## config.mk

```make
export PLATFORM = sky130hd
export DESIGN_NAME = axi_ar_xbar
export DESIGN_NICKNAME = d
export VERILOG_FILES = /design/src/rtl/axi_ar_xbar.sv
export SDC_FILE = /design/constraint.sdc
export NUM_CORES = 1
export LEC_CHECK = 0
export ABC_AREA = 1
export ABC_CLOCK_PERIOD_IN_PS = 3200
export CAP_MARGIN = 40
export CORE_MARGIN = 2
export CORE_UTILIZATION = 40
export CTS_BUF_LIST = sky130_fd_sc_hd__clkbuf_4
export DETAILED_ROUTE_END_ITERATION = 12
export PLACE_DENSITY_LB_ADDON = 0.05
export SLEW_MARGIN = 20
export SYNTH_ARGS = -nofsm -noshare
export SYNTH_HDL_FRONTEND = slang
export SYNTH_SLANG_ARGS = --single-unit
```

## constraint.sdc

```tcl
create_clock -name clk -period 3.2 [get_ports clk]
set_input_delay 0.64 -clock clk [delete_from_list [all_inputs] [get_ports clk]]
set_output_delay 0.64 -clock clk [all_outputs]
set_load 0.01 [all_outputs]
```

## src/rtl/axi_ar_xbar.sv

```systemverilog
// ---------------------------------------------------------------------------
// axi_ar_xbar
//   Read-address (AR) channel crossbar. It round-robin arbitrates NUM_M
//   masters, decodes the winning address against a BASE/MASK region table,
//   and presents the registered request to exactly one of NUM_S+1 slaves.
//   Slave NUM_S is the default slave (SD) for unmapped addresses. Each master
//   is limited to MAX_OUT outstanding reads, tracked by RDONE_M pulses.
//
// Ports
//   clk, rst           : clock (rising edge), synchronous active-low reset
//   ARID_M..ARBURST_M  : per-master AR fields, master i at slice i
//   ARVALID_M/ARREADY_M: per-master AR handshake
//   RDONE_M            : per-master pulse, last R beat of a read completed
//   ARID_S..ARBURST_S  : registered AR fields broadcast to all slaves;
//                        ARID_S = {master index, ARID}
//   ARVALID_S/ARREADY_S: per-slave handshake, bit NUM_S is the default slave
// ---------------------------------------------------------------------------
module axi_ar_xbar #(
  parameter int unsigned NUM_M     = 2,
  parameter int unsigned NUM_S     = 6,
  parameter int unsigned ID_BITS   = 4,
  parameter int unsigned ADDR_BITS = 32,
  parameter int unsigned LEN_BITS  = 4,
  parameter int unsigned SIZE_BITS = 3,
  parameter int unsigned MAX_OUT   = 4,
  parameter logic [ADDR_BITS-1:0] BASE [NUM_S] = '{
    32'h0000_0000, 32'h0001_0000, 32'h0002_0000,
    32'h0003_0000, 32'h0004_0000, 32'h0005_0000},
  parameter logic [ADDR_BITS-1:0] MASK [NUM_S] = '{default: 32'hFFFF_0000},
  localparam int unsigned MI_BITS  = $clog2(NUM_M),
  localparam int unsigned IDS_BITS = ID_BITS + MI_BITS
) (
  input  logic                       clk,
  input  logic                       rst,
  input  logic [NUM_M*ID_BITS-1:0]   ARID_M,
  input  logic [NUM_M*ADDR_BITS-1:0] ARADDR_M,
  input  logic [NUM_M*LEN_BITS-1:0]  ARLEN_M,
  input  logic [NUM_M*SIZE_BITS-1:0] ARSIZE_M,
  input  logic [NUM_M*2-1:0]         ARBURST_M,
  input  logic [NUM_M-1:0]           ARVALID_M,
  output logic [NUM_M-1:0]           ARREADY_M,
  input  logic [NUM_M-1:0]           RDONE_M,
  output logic [IDS_BITS-1:0]        ARID_S,
  output logic [ADDR_BITS-1:0]       ARADDR_S,
  output logic [LEN_BITS-1:0]        ARLEN_S,
  output logic [SIZE_BITS-1:0]       ARSIZE_S,
  output logic [1:0]                 ARBURST_S,
  output logic [NUM_S:0]             ARVALID_S,
  input  logic [NUM_S:0]             ARREADY_S
);

  localparam int unsigned CNT_BITS = $clog2(MAX_OUT + 1);

  typedef enum logic {IDLE, HOLD} state_t;

  state_t               state, state_nxt;
  logic [MI_BITS-1:0]   rr_ptr;
  logic [CNT_BITS-1:0]  out_cnt [NUM_M];
  logic [NUM_S:0]       tgt_oh;

  logic [NUM_M-1:0]     eligible;
  logic                 grant_vld;
  logic [MI_BITS-1:0]   grant_idx;
  logic                 hs;

  logic [ID_BITS-1:0]   sel_id;
  logic [ADDR_BITS-1:0] sel_addr;
  logic [LEN_BITS-1:0]  sel_len;
  logic [SIZE_BITS-1:0] sel_size;
  logic [1:0]           sel_burst;
  logic [NUM_S:0]       dec_oh;

  logic [NUM_M-1:0]     cnt_inc;
  logic [NUM_M-1:0]     cnt_dec;

  // A master at its outstanding limit is simply not eligible, so the search
  // passes over it and rr_ptr is only moved by an actual grant.
  always_comb begin
    eligible = '0;
    for (int unsigned i = 0; i < NUM_M; i++) begin
      eligible[i] = ARVALID_M[i] && (out_cnt[i] < CNT_BITS'(MAX_OUT));
    end
  end

  always_comb begin : arb
    int unsigned idx;
    grant_vld = 1'b0;
    grant_idx = '0;
    idx       = 0;
    for (int unsigned k = 0; k < NUM_M; k++) begin
      idx = 32'(rr_ptr) + k;
      if (idx >= NUM_M) begin
        idx = idx - NUM_M;
      end
      if (!grant_vld && eligible[idx]) begin
        grant_vld = 1'b1;
        grant_idx = idx[MI_BITS-1:0];
      end
    end
  end

  always_comb begin
    sel_id    = '0;
    sel_addr  = '0;
    sel_len   = '0;
    sel_size  = '0;
    sel_burst = '0;
    for (int unsigned i = 0; i < NUM_M; i++) begin
      if (grant_idx == MI_BITS'(i)) begin
        sel_id    = ARID_M[i*ID_BITS +: ID_BITS];
        sel_addr  = ARADDR_M[i*ADDR_BITS +: ADDR_BITS];
        sel_len   = ARLEN_M[i*LEN_BITS +: LEN_BITS];
        sel_size  = ARSIZE_M[i*SIZE_BITS +: SIZE_BITS];
        sel_burst = ARBURST_M[i*2 +: 2];
      end
    end
  end

  // Lowest-numbered matching region wins; no match routes to the default slave.
  always_comb begin : decode
    logic found;
    dec_oh = '0;
    found  = 1'b0;
    for (int unsigned j = 0; j < NUM_S; j++) begin
      if (!found && ((sel_addr & MASK[j]) == BASE[j])) begin
        dec_oh[j] = 1'b1;
        found     = 1'b1;
      end
    end
    if (!found) begin
      dec_oh[NUM_S] = 1'b1;
    end
  end

  // ARREADY_M is gated by rst so no handshake can be accepted while reset is
  // being applied, even though the state register only clears at the edge.
  always_comb begin
    state_nxt = state;
    hs        = 1'b0;
    ARREADY_M = '0;
    ARVALID_S = '0;
    case (state)
      IDLE: begin
        if (rst && grant_vld) begin
          hs                   = 1'b1;
          ARREADY_M[grant_idx] = 1'b1;
          state_nxt            = HOLD;
        end
      end
      HOLD: begin
        ARVALID_S = tgt_oh;
        if ((ARREADY_S & tgt_oh) != '0) begin
          state_nxt = IDLE;
        end
      end
      default: state_nxt = IDLE;
    endcase
  end

  always_ff @(posedge clk) begin
    if (!rst) begin
      state <= IDLE;
    end else begin
      state <= state_nxt;
    end
  end

  always_ff @(posedge clk) begin
    if (!rst) begin
      rr_ptr    <= '0;
      tgt_oh    <= '0;
      ARID_S    <= '0;
      ARADDR_S  <= '0;
      ARLEN_S   <= '0;
      ARSIZE_S  <= '0;
      ARBURST_S <= '0;
    end else if (hs) begin
      rr_ptr    <= (grant_idx == MI_BITS'(NUM_M - 1)) ? '0 : grant_idx + MI_BITS'(1);
      tgt_oh    <= dec_oh;
      ARID_S    <= {grant_idx, sel_id};
      ARADDR_S  <= sel_addr;
      ARLEN_S   <= sel_len;
      ARSIZE_S  <= sel_size;
      ARBURST_S <= sel_burst;
    end
  end

  // A completion at zero outstanding is dropped; grant and completion in the
  // same cycle cancel.
  always_comb begin
    cnt_inc = '0;
    cnt_dec = '0;
    for (int unsigned i = 0; i < NUM_M; i++) begin
      cnt_inc[i] = hs && (grant_idx == MI_BITS'(i));
      cnt_dec[i] = RDONE_M[i] && (out_cnt[i] != '0);
    end
  end

  always_ff @(posedge clk) begin
    for (int unsigned i = 0; i < NUM_M; i++) begin
      if (!rst) begin
        out_cnt[i] <= '0;
      end else if (cnt_inc[i] && !cnt_dec[i]) begin
        out_cnt[i] <= out_cnt[i] + CNT_BITS'(1);
      end else if (cnt_dec[i] && !cnt_inc[i]) begin
        out_cnt[i] <= out_cnt[i] - CNT_BITS'(1);
      end
    end
  end

endmodule

```

## Word-level counts from Yosys, hierarchy flattened

Memory sizes are Yosys's and may differ from the RTL's.
Index checks and enable logic that the tools add are counted.
Widths: inputs -> output; s select.

- Output and inout bits: 55
- Memories: 1
- Bits in writable memories: 6
- Register bits: 55

Memories:

| name | words | bits a word | read ports | clocked after memory_dff | write ports | line | RTL |
|---|---|---|---|---|---|---|---|
| out_cnt | 2 | 3 | 2 | 0 | 2 | 58 | `logic [CNT_BITS-1:0] out_cnt [NUM_M];` |

- Bitwise operators: 7
- Magnitude comparators: 8
- Mux-type cells: 56
- Eq/ne operators: 5
- $add $sub $neg: 8
- Reductions and logical operators: 32

Operator list:

| operator | number |
|---|---|
| $mux 32 | 3 |
| $lt 32x2->1 const B | 2 |
| $mux 1 | 40 |
| $eq 16x2->1 const B | 2 |
| $eq 16x3->1 const B | 2 |
| $logic_not 32->1 | 1 |
| $logic_and 1x1->1 | 18 |
| $eq 16x1->1 const B | 1 |
| $mux 3 | 5 |
| $logic_not 1->1 | 10 |
| $mux 4 | 2 |
| $and 7x7->7 | 1 |
| $mux 7 | 1 |
| $reduce_bool 7->1 | 1 |
| $add 3x1->3 const B | 2 |
| $lt 3x3->1 const B | 2 |
| $mux 2 | 3 |
| $reduce_bool 3->1 | 2 |
| $sub 3x1->3 const B | 2 |
| $or 1x1->1 | 4 |
| $sub 1x2->3 const B | 1 |
| $sub 2x2->3 const B | 1 |
| $add 1x1->2 const B | 1 |
| $ge 1x2->1 const B | 1 |
| 7 further kinds | 8 |

## Depth between registers and ports, before layout

- Depth after elaboration: 27
- Gate-level depth with buffers: 14
- Gate-level depth less buffers: 13

## Least setup slack after synthesis

No wires, ideal clock.

- Path kind: input -> register
- From: in ARVALID_M[1]
- To: mem out_cnt[1][2] in the netlist's numbering, data pin
- Stages: 10
- Data arrival time: 2098 ps
- Data required time: 2940 ps
- Slack: 842 ps
- Path through: inv_1 -> nor2_4 -> nand2_4 -> buf_6 -> o21ai_1 -> or2_2 -> fa_1 -> xor2_1 -> a21oi_1 -> a21oi_1

RTL lines:

| element | line | RTL |
|---|---|---|
| start, declared | 40 | `input logic [NUM_M-1:0] ARVALID_M,` |
| end, declared | 58 |  |

## Final worst setup path

- From: in ARVALID_M[1]
- To: out ARREADY_M[0]

- Word-level cells in the longest chain between the ends: 13
- Elaborated cells between the ends (all ways): 19
- Those cells by class: 2 x order compare; 12 x mux; 5 x reduce/logical

Ends and longest elaborated chain:

| element | line | RTL |
|---|---|---|
| $logic_and 1x1->1 * | 81 | `eligible[i] = ARVALID_M[i] && (out_cnt[i] < CNT_BITS'(MAX_OUT));` |
| $mux 1 (implied by the code) (2 in a row) | 95 | `if (!grant_vld && eligible[idx]) begin` |
| $mux 1 | 95 |  |
| $logic_not 1->1 | 95 |  |
| $logic_and 1x1->1 | 95 |  |
| $mux 1 | 95 |  |
| $lt 1x2->1 (implied by the code) or $ge 1x1->1 (tied branches) | 146 | `ARREADY_M[grant_idx] = 1'b1;` |
| $logic_and 1x1->1 (implied by the code) | 146 |  |
| $mux 1 (implied by the code) | 146 |  |
| $demux 1 s1 | 146 |  |
| $mux 2 * | 144 | `if (rst && grant_vld) begin` |
| $mux 2 * | 142 | `case (state)` |
| end, declared | 41 | `output logic [NUM_M-1:0] ARREADY_M,` |

Mark *: on every way between the ends. The rest lies on a longest branch, timed or not. The select of a mux whose other input is x is not followed.

==> flow_summary.json <==
{
  "tns_ns": 0,
  "synth_edf_count": 6,
  "min_period_ns": 2.99,
  "synth_top_area_share_pct": 36.0,
  "hp-class": "reg -> reg",
  "dp_hpwl_um": 6710,
  "worstMarginPinSlew_ns": 0.545,
  "cts.sinks": 61,
  "hold_violations": 0,
  "cp_max_fo": 9,
  "min_path_cells": 2,
  "rsz0062_at_grt": "false",
  "remaining_drc_errors": 0,
  "insertion_delay_ns": 0.40,
  "die_area_um2": 8350,
  "setup_viol_count_final": 0,
  "synthCells": 430,
  "status": "finished, final reports clean",
  "r2r_cells": 9,
  "start_util_pct": 41.7,
  "clk_pin_slew_ns": 0.10,
  "ys_ff_latch": 61,
  "max_freq_mhz": 334,
  "setup_ws_ns": 0.208,
  "final_util_pct": 65.6,
  "cts_buffer_depth": 2,
  "diodes": 0,
  "ctsHoldBuffers": 0,
  "arrival_ns": 2.35,
  "critPathKind": "in -> out",
  "avgSynthCellArea_um2": 7.11,
  "maxSlewViolCount": 0,
  "ys.flop_type": "dfxtp_1",
  "grt_pass1_vias": 3124,
  "cts_tree": "built",
  "ys_top_cells_by_area": "dfxtp_1, nand2_1, a31oi_1",
  "ir_drop_uv": 348,
  "endpoint_kind": "output port",
  "maxCapViolations": 0,
  "finalWirelength_um": 8970,
  "startpoint_type": "input pin",
  "syn-num-nets": 537,
  "overflow": 0,
  "final_cell_area_um2": 4810,
  "ant_nets": 0,
  "vias": 3320,
  "syn_area_um2": 3060,
  "io_pins": 158,
  "coreArea_um2": 7330,
  "multi_input_area_um2": 1480,
  "stdcell_count": 686,
  "wl_per_cell_um": 13.1,
  "dp.cells": 670,
  "antenna_found_initial": 0,
  "routabilityCongestion": 0.858,
  "pre_cts_ws_ns": 0.196,
  "syn_to_final_growth_pct": 57.3,
  "fin_worst_skew_ns": 0.0163,
  "row_count": 31,
  "grt_max_degree": 42,
  "yosysSeqAreaShare_pct": 41.9,
  "seq_area_um2": 1280,
  "cts_root_buf": "clkbuf_4",
  "grt_pass1_wl_um": 14500,
  "die_w_um": 91.4,
  "fill_cells": 653,
  "yosys_warnings": 0,
  "mostFrequentLayoutCell": "clkdlybuf4s50_1",
  "firstDrtPassIters": 4,
  "final_cell_mix": "clkdlybuf4s50_1, nand2_1, dfxtp_1",
  "ctsResizeCount": 0,
  "routed_via_density": 4.84,
  "nets": 689,
  "drive_gt1_share_pct": 8.18,
  "power_density_nw_per_um2": 524,
  "dpl-instance-area_um2": 4700,
  "postCtsSetupRepairBufs": 0,
  "critical_path_required_ns": 2.56,
  "cts_buffers": 9,
  "grt_usage_pct": 21.4,
  "relSlewSlack_pct": 63.6,
  "async_flop_share_pct": 0,
  "yosys.cell_types.count": 36,
  "die_h_um": 91.4,
  "min_period_over_period_pct": 93.5,
  "portBuffers": 157,
  "leakage_nw": 1.93,
  "ctsHtreeMaxLevel": 3,
  "yosys.area.top_type": "dfxtp_1",
  "first_iter_violations": 135
}
per-layer routing:
layer | up-vias | share of wire [%] | GRT usage (%)
met5 | - | 0 | 0
met4 | 0 | 0.66 | 3.41
met3 | 5 | 6.6 | 7.22
met2 | 92 | 51 | 38.1
met1 | 1517 | 42 | 25.2
li1 | 1706 | - | -
cell usage after synthesis (2+ instances only):
cell      number
nand2_1      153
dfxtp_1       55
inv_1         35
a31oi_1       29
nand3_1       29
o21ai_0       20
nor2_1        13
clkbuf_1      12
a21oi_1       10
inv_2         10
nand3b_1       9
buf_2          7
edfxtp_1       6
o21ai_1        5
nand4_1        4
ha_1           3
nor2_2         3
o21ai_2        3
a22o_1         2
buf_4          2
buf_6          2
nand2_2        2
nand3_2        2
xnor2_1        2
worst paths after layout:
kind                                                start                           to  slack, ns
worst max-delay path                         ARVALID_M[1]                 ARREADY_M[0]       0.21
worst min-delay path            ARADDR_S[20]$_SDFFE_PN0N_    ARADDR_S[20]$_SDFFE_PN0N_       0.49
worst max register to register    out_cnt[0][2]$_DFFE_PP_  out_cnt[1][2]$_SDFFCE_PN0P_       0.92
worst min register to register  ARADDR_S[20]$_SDFFE_PN0N_    ARADDR_S[20]$_SDFFE_PN0N_       0.49
stage by stage:
stage	total power, W	hold slack [ns]
final	0.00252	0.489
after global routing	0.00269	0.510
after CTS	0.00254	0.495
after detailed placement	0.00209	0.471
after global placement	0.00206	0.466
after floorplan	0.00161	0.459
power by group:
| group | total, W | internal, W | switching (W) | leakage (nW) |
|---|---|---|---|---|
| Sequential | 0.00103 | 0.000934 | 0.000100 | 0.513 |
| Clock | 0.000443 | 0.000154 | 0.000289 | 0.0634 |
| Combinational | 0.00104 | 0.000508 | 0.000531 | 1.36 |
| Total | 0.00252 | 0.00160 | 0.000920 | 1.93 |
worst max-delay path, cell delays in order:
cell and delay [ns]:
clkdlybuf4s50_1 0.47, inv_1 0.08, o21ai_1 0.16, nand3_2 0.14, inv_2 0.16, nand2_1 0.10, inv_2 0.07, clkdlybuf4s50_1 0.53
state kept, by name, indices dropped and copies added (netlist names):
signal,count
ARBURST_S,2
rr_ptr,1
ARADDR_S,32
ARSIZE_S,3
ARLEN_S,4
state,1
ARID_S,5
out_cnt,6
tgt_oh,7
layout make-up:
type                            instances  share of cell area, %
Sequential cell                        61                   26.7
Inverter                               45                   3.51
Timing Repair Buffer                  165                   34.1
Tap cell                               99                   2.58
Clock inverter                          7                  0.859
Multi-Input combinational cell        300                   30.9
Clock buffer                            9                   1.41
logic make-up after synthesis:
| kind of cell | count (synthesis) | share of synthesized area (%) |
|---|---|---|
| compound gates | 73 | 14.1 |
| xor+xnor | 3 | 0.860 |
| fa+ha+maj | 4 | 1.88 |
| buf+inv | 69 | 9.50 |
| flops | 61 | 41.9 |
| simple gates | 220 | 31.7 |
No activity file was read; power rests on OpenSTA's default activity.
